--- src/rtl/alu_pkg.sv ---
// Shared ALU/condition definitions: condition codes, NZCV bit positions
// and ALU control encodings used by both the ALU and the condition unit.
package alu_pkg;

    typedef enum logic [3:0] {
        COND_EQ = 4'b0000,
        COND_NE = 4'b0001,
        COND_CS = 4'b0010,
        COND_CC = 4'b0011,
        COND_MI = 4'b0100,
        COND_PL = 4'b0101,
        COND_VS = 4'b0110,
        COND_VC = 4'b0111,
        COND_HI = 4'b1000,
        COND_LS = 4'b1001,
        COND_GE = 4'b1010,
        COND_LT = 4'b1011,
        COND_GT = 4'b1100,
        COND_LE = 4'b1101,
        COND_AL = 4'b1110,
        COND_NV = 4'b1111
    } cond_e;

    localparam int FLAG_N = 3;
    localparam int FLAG_Z = 2;
    localparam int FLAG_C = 1;
    localparam int FLAG_V = 0;

    typedef enum logic [1:0] {
        ALU_ADD = 2'b00,
        ALU_SUB = 2'b01,
        ALU_AND = 2'b10,
        ALU_ORR = 2'b11
    } alu_ctrl_e;

endpackage

--- src/rtl/cond_check.sv ---
// Combinational condition evaluation: Cond field against stored NZCV flags.
module cond_check
    import alu_pkg::*;
(
    input  logic [3:0] Cond,
    input  logic [3:0] Flags,
    output logic       CondEx
);

    logic w_n;
    logic w_z;
    logic w_c;
    logic w_v;
    logic w_ge;

    assign w_n  = Flags[FLAG_N];
    assign w_z  = Flags[FLAG_Z];
    assign w_c  = Flags[FLAG_C];
    assign w_v  = Flags[FLAG_V];
    assign w_ge = (w_n == w_v);

    always_comb begin
        CondEx = 1'b0;
        case (cond_e'(Cond))
            COND_EQ: CondEx = w_z;
            COND_NE: CondEx = !w_z;
            COND_CS: CondEx = w_c;
            COND_CC: CondEx = !w_c;
            COND_MI: CondEx = w_n;
            COND_PL: CondEx = !w_n;
            COND_VS: CondEx = w_v;
            COND_VC: CondEx = !w_v;
            COND_HI: CondEx = w_c && !w_z;
            COND_LS: CondEx = !w_c || w_z;
            COND_GE: CondEx = w_ge;
            COND_LT: CondEx = !w_ge;
            COND_GT: CondEx = !w_z && w_ge;
            COND_LE: CondEx = w_z || !w_ge;
            COND_AL: CondEx = 1'b1;
            default: CondEx = 1'b0;
        endcase
    end

endmodule

--- src/rtl/cond_unit.sv ---
// NZCV flag register, condition gating of write/branch controls and
// saturating executed/skipped instruction counters.
module cond_unit
    import alu_pkg::*;
#(
    parameter int CNT_W = 16
) (
    input  logic             clk,
    input  logic             reset,
    input  logic             valid,
    input  logic [3:0]       Cond,
    input  logic [3:0]       ALUFlags,
    input  logic [1:0]       FlagW,
    input  logic             PCS,
    input  logic             RegW,
    input  logic             MemW,
    input  logic             NoWrite,
    input  logic             cnt_clr,
    output logic             PCSrc,
    output logic             RegWrite,
    output logic             MemWrite,
    output logic             CondEx,
    output logic [3:0]       Flags,
    output logic [CNT_W-1:0] exec_count,
    output logic [CNT_W-1:0] skip_count
);

    localparam logic [CNT_W-1:0] CNT_ONE = {{(CNT_W-1){1'b0}}, 1'b1};

    logic [3:0]       r_flags;
    logic [CNT_W-1:0] r_exec;
    logic [CNT_W-1:0] r_skip;
    logic             w_cond_ex;
    logic             w_exec;
    logic             w_skip;

    cond_check u_cond_check (
        .Cond   (Cond),
        .Flags  (r_flags),
        .CondEx (w_cond_ex)
    );

    assign w_exec = valid && w_cond_ex;
    assign w_skip = valid && !w_cond_ex;

    assign CondEx   = w_cond_ex;
    assign PCSrc    = w_exec && PCS;
    assign RegWrite = w_exec && RegW && !NoWrite;
    assign MemWrite = w_exec && MemW;

    assign Flags      = r_flags;
    assign exec_count = r_exec;
    assign skip_count = r_skip;

    // N,Z and C,V halves load independently.
    always_ff @(posedge clk or posedge reset) begin
        if (reset) begin
            r_flags <= 4'b0000;
        end else if (w_exec) begin
            if (FlagW[1]) r_flags[3:2] <= ALUFlags[3:2];
            if (FlagW[0]) r_flags[1:0] <= ALUFlags[1:0];
        end
    end

    // Clear has priority over a same-cycle increment; counts stick at all-ones.
    always_ff @(posedge clk or posedge reset) begin
        if (reset) begin
            r_exec <= '0;
            r_skip <= '0;
        end else if (cnt_clr) begin
            r_exec <= '0;
            r_skip <= '0;
        end else begin
            if (w_exec && (r_exec != '1)) r_exec <= r_exec + CNT_ONE;
            if (w_skip && (r_skip != '1)) r_skip <= r_skip + CNT_ONE;
        end
    end

endmodule

--- config.mk ---
export PLATFORM = sky130hd
export DESIGN_NAME = cond_unit
export DESIGN_NICKNAME = d
export VERILOG_FILES = /design/src/rtl/alu_pkg.sv /design/src/rtl/cond_check.sv /design/src/rtl/cond_unit.sv
export SDC_FILE = /design/constraint.sdc
export NUM_CORES = 1
export LEC_CHECK = 0
export CORE_ASPECT_RATIO = 0.9
export CORE_MARGIN = 3
export CORE_UTILIZATION = 45
export DETAILED_ROUTE_END_ITERATION = 12
export GPL_TIMING_DRIVEN = 0
export HOLD_SLACK_MARGIN = 0.03
export PLACE_DENSITY = 0.82
export SLEW_MARGIN = 20
export SYNTH_ARGS = -nofsm -noshare
export SYNTH_HDL_FRONTEND = slang
export SYNTH_SLANG_ARGS = --single-unit
export TNS_END_PERCENT = 1
--- constraint.sdc ---
create_clock -name clk -period 3.15 [get_ports clk]
set_input_delay 0.63 -clock clk [delete_from_list [all_inputs] [get_ports clk]]
set_output_delay 0.63 -clock clk [all_outputs]
set_load 0.05 [all_outputs]
---- Word level (Yosys, flattened, before mapping) ----
Cells that the tools add are included.
cells by class
  multipliers ............................. 0
  bitwise operators ....................... 0
  eq/ne operators ......................... 17
  $lt $le $gt $ge ......................... 0
  shift operators ......................... 0
  divide/modulo/power cells ............... 0
  $add $sub $neg .......................... 2
  reductions and logical operators ........ 24
  multiplexer cells ....................... 5
operators by type and width
  operator                 count
  $mux W16                 4
  $add A16 B1 Y16 const B  2
  $ne A16 B16 Y1 const B   2
  $eq A4 B4 Y1 const B     7
  $eq A4 B3 Y1 const B     4
  $pmux W1 S15             1
  $logic_and A1 B1 Y1      10
  $eq A4 B2 Y1 const B     2
  $logic_not A1 Y1         7
  $eq A4 B1 Y1 const B     1
  $logic_not A4 Y1         1
  $reduce_and A2 Y1        2
  $reduce_bool A2 Y1       2
  $logic_or A1 B1 Y1       2
  $eq A1 B1 Y1             1
storage, ports and cells
  memories ................................ 0
  bits in latches ......................... 0
  bits in read-only memories .............. 0
  register bits ........................... 36
  RAM bits ................................ 0

---- Logic depth before layout (Yosys ltp) ----
Gate-level depths: netlist (run 1).
  depth in word-level cells ............... 9
  depth in mapped cells ................... 10
  mapped depth without buffers ............ 7

---- By module ----
Synthesis (run 1) repeated with hierarchy kept, for this count alone.
second synthesis, totals
  cells, all modules ...................... 236
  area total of the unflattened synthesis .. 2245.9 um^2
modules (own cells, without submodules)
  module      sequential area each (um^2)  instances  area an instance (um^2)  cells each
  cond_unit   900.9                        1          2052.0                   208
  cond_check  0.0                          1          193.9                    28

---- Worst setup path before layout (run 1) ----
No wires, ideal clock.
  path kind ............................... input -> output
  start ................................... input Cond[3]
  end ..................................... output RegWrite
  data arrival time ....................... 3.156 ns
  stages .................................. 9
  slack ................................... -0.636 ns
  cells stage by stage .................... clkbuf_1 > a211oi_1 > a2bb2oi_1 > a311oi_1 > or3_1 > buf_2 > buf_6 > clkbuf_1 > and4b_1
on the way
  longest elaborated chain between the ends .. 5
  elaborated cells on any way between the ends .. 19
  classes of those cells .................. 14 x eq/ne; 1 x mux; 4 x reduce/logical
RTL lines
  what                                        RTL line          source
  start: declaration                          cond_unit.sv:11   input logic [3:0] Cond,
  $eq A4 B4 Y1, or another cell as far along  cond_check.sv:24  case (cond_e'(Cond))
  $pmux W1 S15 (*)                            cond_check.sv:24
  named net CondEx                            cond_unit.sv:22   output logic CondEx,
  $logic_and A1 B1 Y1 (*)                     cond_unit.sv:43   assign w_exec = valid && w_cond_ex;
  $logic_and A1 B1 Y1 (*) (2 in series)       cond_unit.sv:48   assign RegWrite = w_exec && RegW && !NoWrite;
  end: declaration                            cond_unit.sv:20   output logic RegWrite,
The timed path passes the listed nets; every way through them passes the cells marked *.

---- Worst setup path in the final report (run 1) ----
  start ................................... input Cond[2]
  end ..................................... output PCSrc
on the way
  longest elaborated chain between the ends .. 4
  elaborated cells on any way between the ends .. 18
  classes of those cells .................. 14 x eq/ne; 1 x mux; 3 x reduce/logical
RTL lines
  what                                        RTL line          source
  $eq A4 B4 Y1, or another cell as far along  cond_check.sv:24
  $pmux W1 S15 (*)                            cond_check.sv:24
  $logic_and A1 B1 Y1 (*)                     cond_unit.sv:43
  $logic_and A1 B1 Y1 (*)                     cond_unit.sv:47   assign PCSrc = w_exec && PCS;
  end: declaration                            cond_unit.sv:19   output logic PCSrc,
Every way passes the cells marked *; elsewhere a longest branch is shown, timed or not.

==> results of run 1 <==
[registers in the layout, indices dropped and copies added (netlist names)]
register and cells:
exec_count 16, skip_count 16, Flags 4
[final cells by class]
class	instances	area, sq um	share of cell area (%)
buffer	12	70.1	2.20
timing repair buffer	71	681	21.4
clock buffer	5	68.8	2.16
multi-input combinational	182	1260	39.6
tap	62	77.6	2.43
sequential	36	901	28.3
clock inverter	3	90.1	2.83
inverter	10	37.5	1.18
[cells by family (layout without fill, tap and decap cells)]
| kind of cell | after synthesis | in the layout | synth area share (%) |
|---|---|---|---|
| AO/OA/AOI/OAI | 54 | 54 | 15.7 |
| adder cells (fa/ha/maj) | 2 | 2 | 1.13 |
| flip-flops | 36 | 36 | 40.8 |
| multiplexers | 15 | 15 | 7.71 |
| buffers and inverters | 25 | 101 | 5.04 |
| XOR/XNOR | 5 | 5 | 1.98 |
| AND/OR/NAND/NOR | 106 | 106 | 27.6 |
[power by group through the flow]
| stage | clock [mW] | sequential (mW) | combinational (mW) |
|---|---|---|---|
| 2_1_floorplan | 0 | 0.688 | 0.287 |
| 3_3_place_gp | 0 | 0.568 | 0.594 |
| 3_5_place_dp | 0 | 0.572 | 0.604 |
| 4_1_cts | 0.586 | 0.564 | 0.676 |
| 5_1_grt | 0.605 | 0.580 | 0.710 |
| 6_report | 0.582 | 0.571 | 0.674 |
[worst paths after layout]
path | start | to | slack, ns | depth (start not counted)
hold reg to reg | exec_count[14] | exec_count[14] | 0.53 | 1
hold / removal | exec_count[14] | exec_count[14] | 0.53 | 1
setup / recovery | Cond[2] | PCSrc | 0.06 | 8
setup reg to reg | Flags[2] | skip_count[12] | 0.36 | 8
max in group asynchronous | reset | exec_count[0] | 1.89 | 2
min in group asynchronous | reset | skip_count[5] | 0.77 | 2
[metrics by stage]
stage                     TNS, ns  instances  utilization, %
final                           0        381            69.2
after global routing            0        381            69.2
after CTS                 -0.0189        380            68.9
after detailed placement   -10.44        361            62.2
after global placement      -9.31        361            62.2
after floorplan           -0.0431        243               -
[routing by layer]
metal	vias to the layer above	track usage, %	part of all wire [%]
met1	1092	30.6	43
met5	-	0	0
met3	14	4.34	6.7
met4	0	9.57	2.0
li1	1064	-	-
met2	103	36.8	48
[timing repair]
item	in CTS	in global routing
cloned	2	0
pin swaps	6	4
gates resized for setup	43	4
setup buffers	11	2
hold endpoints to repair	0	0
endpoints found under the setup margin	7	4
[placed cells by master, fill, tap and decap left out, drive strengths merged, types with 4 or more instances in the layout]
| cell type | netlist | layout |
|---|---|---|
| mux2 | 13 | 13 |
| nand4 | 13 | 13 |
| buf | 4 | 19 |
| or4 | 9 | 9 |
| clkdlybuf4s50 | 0 | 48 |
| nor4 | 4 | 4 |
| o21ai | 10 | 10 |
| nand3 | 11 | 11 |
| xor2 | 4 | 4 |
| o31ai | 10 | 10 |
| nand2 | 10 | 10 |
| nor3 | 6 | 6 |
| dlygate4sd2 | 0 | 4 |
| dfrtp | 36 | 36 |
| a21oi | 19 | 19 |
| nor2 | 16 | 16 |
| or3 | 11 | 11 |
| clkbuf | 11 | 16 |
| nor2b | 9 | 9 |
| and3 | 4 | 4 |
| inv | 10 | 10 |
[worst register-to-register path: stages (launching register included)]
cell	delay [ns]
dfrtp_1	0.50
mux2_4	0.33
a22oi_2	0.21
o311ai_4	0.13
or3_4	0.45
buf_4	0.18
clkbuf_1	0.25
nor3_1	0.28
mux2_2	0.36
==> key figures, run 1 <==
Clock tree
  – CTS tree: done
  – Insertion delay to the later sink of the worst-skew pair: around 0.30 ns
  – Clk buf depth: 2
  – H-Tree Depth: 2
  – CTS Buf Count: 5
  – CTS sink cnt: 36
  – Cts hold-fix bufs: 0
  – Clock transition at path regs: 0.08 ns
  – CTS root buf: clkbuf_8

Global route
  – Number of global-route vias before repair: around 2200
  – GRT overflow: 0
  – First-pass GRT wire length: 10.4 mm
  – Initial antenna violation count: 0
  – Tot GR Track Use: 23.0%
  – Pin count of the biggest net entering global routing: 37

Die
  – Die ar.: 5790 sq um
  – Chip Width: between 70 and 80 um
  – Core Region: 4600 sq um
  – Initial Util: 48.0%
  – I/O pin count: 58
  – Die Ht: approximately 72 um
  – Cell Rows: 23

Worst setup path
  – Crit-path max FO: 8
  – CP Class: in -> out
  – Slowest-stage cell, CP: or3_4
  – Critical path's largest stage delay: 0.45 ns
  – Worst setup SP type: input port
  – CP required: 2.52 ns
  – CP arrival: ~2.5 ns
  – CP bufs+invs: 3
  – Largest delay share family, worst path: simple AND/OR/NAND/NOR gates
  – Worst-path cell chain: dlygate4sd2_1 -> buf_6 -> mux2_4 -> a22oi_2 -> o311ai_4 -> or3_4 -> and3_4 -> buf_8
  – Capturing element type of the critical path: output pin

Run
  – Max-Cap Viols: 0

Power and ir drop
  – Power Dens Cells: between 500 and 600 nW/um^2
  – Lkg Pwr: 1.23 nW
  – Net Sw Frac: 36.2%
  – Sequential power share: slightly above 30%
  – Final Power: 1.83 mW
  – Switching pwr: 0.661 mW
  – Max IR drop VDD: 0.332 mV
  – Clock network power share: 31.9%
  – Power share of the combinational group: between 30% and 40%
  – Int Power: ~1.2 mW

Worst hold path
  – Worst Hold Class: reg -> reg

Cells and area
  – P&R area growth vs syn: 44.3%
  – Post-route cell area: 3190 sq um
  – N_diodes: 0
  – Final net count: ~340
  – Fill cells: 357
  – Fraction of layout cells with a size suffix above 1: between 10% and 20%

Detailed routing
  – Routed vias/inst: 5.97
  – WL final: 6.40 mm
  – DR pass1 iterations: 4
  – Avg WL per Cell: ~17 um
  – Initial DRC count: approximately 150
  – Antenna Nets Post-Route: 0
  – # DRC: 0
  – Via count: roughly 2300

Yosys
  – Commonest cells in the netlist: dfrtp_1, a21oi_1, nor2_1, nand4_1, mux2_2
  – Syn_area_per_cell: 9.09 sq um
  – Post-synth EDFFs: 0
  – Yosys reg bits: 36
  – Yosys top cell area share: 40.8%
  – Leading area contributor after synthesis: dfrtp_1
  – Post-synth top flop: dfrtp_1
  – Distinct cells, synth: 43
  – Most numerous cell in the Yosys netlist: dfrtp_1
  – Register area share after synthesis: 40.8%
  – Cell area after synthesis: 2210 sq um
  – Post-Syn Nets: 263
  – Async SR Flop Fraction: 100%
  – Area contributors post-synth: dfrtp_1, mux2_2, a21oi_1, nand4_1, o31ai_1
  – Synth Instances: 243
  – Syn. warnings: 0

STA
  – Fin. max-slew vios: 0
  – RSZ-0062 raised after global routing: false
  – Crit share post-route: 98.0%
  – Tmin final: 3.09 ns
  – Skew final: about 0.0059 ns
  – Final worst setup slack: 0.0645 ns
  – Worst rel slew slack: 43.8%
  – Fmax: between 300 and 400 MHz
  – Final Hold Vio Count: 0
  – Worst slew pin tran: between 0.8 and 0.9 ns
  – Hold slack: roughly 0.53 ns
  – Endpoints failing setup: 0

Place
  – Placement Cell Area: 2860 sq um
  – Port bufs: 56
  – Pre-CTS setup slack: -1.24 ns
  – DP Wirelength: 4.07 mm
  – Gp weighted congestion: 0.869

Run status
  – Outcome: complete, no violations
(Power assumes the default switching activity.)
==> run 2: changes to the inputs <==
CTS_CLUSTER_DIAMETER = 40   (was not set)
DONT_BUFFER_PORTS = 1   (was not set)
PLACE_DENSITY = 0.67   (was 0.82)
==> run 2 against run 1 <==
Against the previous run: via count is 14% lower; total power is 18% lower; first-iteration DRC count is 39% lower; sequential share of layout area is 7.9 points higher; clock power is 41% lower; critical path type is now reg -> out; critical endpoint is now RegWrite; largest power group is now sequential cells; highest routed layer unchanged.
==> key figures, run 2 (synthesized netlist as in run 1, its figures left out) <==
Run status
  – Outcome: complete, no violations

Clock tree
  – CTS sink cnt: 36
  – H-Tree Depth: 2
  – CTS Buf Count: 5
  – CTS root buf: clkbuf_8
  – Insertion delay to the later sink of the worst-skew pair: 0.29 ns
  – CTS tree: done
  – Clk buf depth: 2
  – Cts hold-fix bufs: 0
  – Clock transition at path regs: ~0.070 ns

STA
  – Fin. max-slew vios: 0
  – Crit share post-route: 98.3%
  – Worst rel slew slack: a little over two fifths
  – Tmin final: 3.10 ns
  – Fmax: 323 MHz
  – Worst slew pin tran: 0.850 ns
  – RSZ-0062 raised after global routing: true
  – Skew final: 0.00666 ns
  – Endpoints failing setup: 0
  – Final Hold Vio Count: 0
  – Hold slack: 0.156 ns

Global route
  – GRT overflow: 0
  – Number of global-route vias before repair: ~1800
  – First-pass GRT wire length: just over 9 mm
  – Tot GR Track Use: 20.5%
  – Initial antenna violation count: 0
  – Pin count of the biggest net entering global routing: 26

Detailed routing
  – WL final: 5.58 mm
  – # DRC: 0
  – Avg WL per Cell: about 18 um
  – DR pass1 iterations: 4
  – Antenna Nets Post-Route: 0
  – Initial DRC count: 90
  – Routed vias/inst: between 6 and 7
  – Via count: 1950

Worst setup path
  – Reg2reg path depth: 7
  – Worst setup SP type: flip-flop
  – CP arrival: 2.47 ns
  – Capturing element type of the critical path: output pin
  – R2R Path End: exec_count[1]
  – CP required: 2.52 ns
  – FF-to-FF Start: exec_count[7]
  – Crit-path max FO: 11
  – CP Class: reg -> out
  – Flop-to-flop setup slack: 0.30 ns

Cells and area
  – Final net count: roughly 270
  – P&R area growth vs syn: 14.1%
  – Fraction of layout cells with a size suffix above 1: 19.6%
  – Most frequent cells in the layout: dfrtp_1, a21oi_1, nor2_1, nand4_1, mux2_2
  – N_diodes: 0
  – Post-route cell area: 2520 sq um
  – Most common cell after layout, fill and taps aside: dfrtp_1

Run
  – Max-Cap Viols: 0

Die
  – Die ar.: 5790 sq um
  – Initial Util: 48.0%
  – Die Ht: 72.5 um
  – I/O pin count: 58
  – Chip Width: 79.8 um
  – Core Region: 4600 sq um
  – Cell Rows: 23

Worst hold path
  – Worst Hold Class: in -> async

Power and ir drop
  – Max IR drop VDD: 0.315 mV
  – Lkg Pwr: approximately 0.95 nW
  – Power Dens Cells: roughly 600 nW/um^2

Place
  – DP Wirelength: 4.02 mm
  – Port bufs: 0
  – Placement Cell Area: 2320 sq um
  – Gp weighted congestion: between 0.7 and 0.8
==> run 2: changes by cell type in the layout (fill, tap and decap cells not counted), sizes merged <==
| cell | before | now |
|---|---|---|
| clkdlybuf4s50 | 48 | 0 |
| buf | 19 | 7 |
| dlygate4sd2 | 4 | 0 |
| bufinv | 3 | 0 |
| clkbuf | 16 | 18 |
| clkinv | 0 | 2 |
| clkdlybuf4s15 | 1 | 0 |
==> run 2: routing by layer <==
metal  track usage [%]  vias to the layer above  routed length [um]
li1                  -                      942                   -
met1              28.0                      929                2460
met2              31.2                       72                2560
met3              6.33                        7                 481
met4              6.57                        0                  80
met5                 0                        -                   0
==> run 2: power breakdown <==
part	internal (mW)	switching [mW]
logic	0.196	0.243
registers	0.507	0.208
clock network	0.175	0.167
total	0.877	0.618
==> run 2: worst max-delay path by stage <==
stage	from	endpoint	slack [ns]	cells after the start
floorplan	Cond[2]	MemWrite	-0.02	9
global placement	Cond[3]	RegWrite	-0.27	9
detailed placement	Cond[3]	RegWrite	-0.29	9
CTS	Flags[3]	RegWrite	0.003	7
global route	Flags[0]	RegWrite	-0.02	7
finish	Flags[0]	RegWrite	0.05	7
==> run 2: layout make-up <==
cell class                 count  area [sq um]
clock inverter                 2          10.0
sequential                    36           911
multi-input combinational    182          1250
fill                         434          2090
clock buffer                   6          82.6
timing repair buffer           5          56.3
buffer                        14          91.3
tap                           62          77.6
inverter                      10          37.5
==> run 2: through the flow <==
step / std cells / TNS [ns] / setup slack, ns / utilization [%] / power (mW)
after global routing: 317 / -0.0210 / -0.0210 / 54.7 / 1.57
after global placement: 305 / -0.787 / -0.266 / 50.0 / 1.06
after CTS: 317 / 0 / 0.00289 / 54.3 / 1.50
after floorplan: 243 / -0.0431 / -0.0215 / - / 0.975
final: 317 / 0 / 0.0538 / 54.7 / 1.50
after detailed placement: 306 / -0.855 / -0.289 / 50.4 / 1.07
==> run 2: what timing repair did <==
action / 4_1_cts / 5_1_grt
setup endpoints to repair: 4 / 7
gates resized for setup: 12 / 6
gates cloned: 1 / 0
setup buffers: 3 / 0
pin swaps: 5 / 3
==> run 2: worst max-delay path, cell delays in order (launching register included) <==
cell	delay, ns
dfrtp_2	0.57
xor2_1	0.27
o21ai_0	0.17
a31oi_2	0.27
or3_4	0.19
buf_6	0.14
clkbuf_16	0.19
and4b_4	0.36
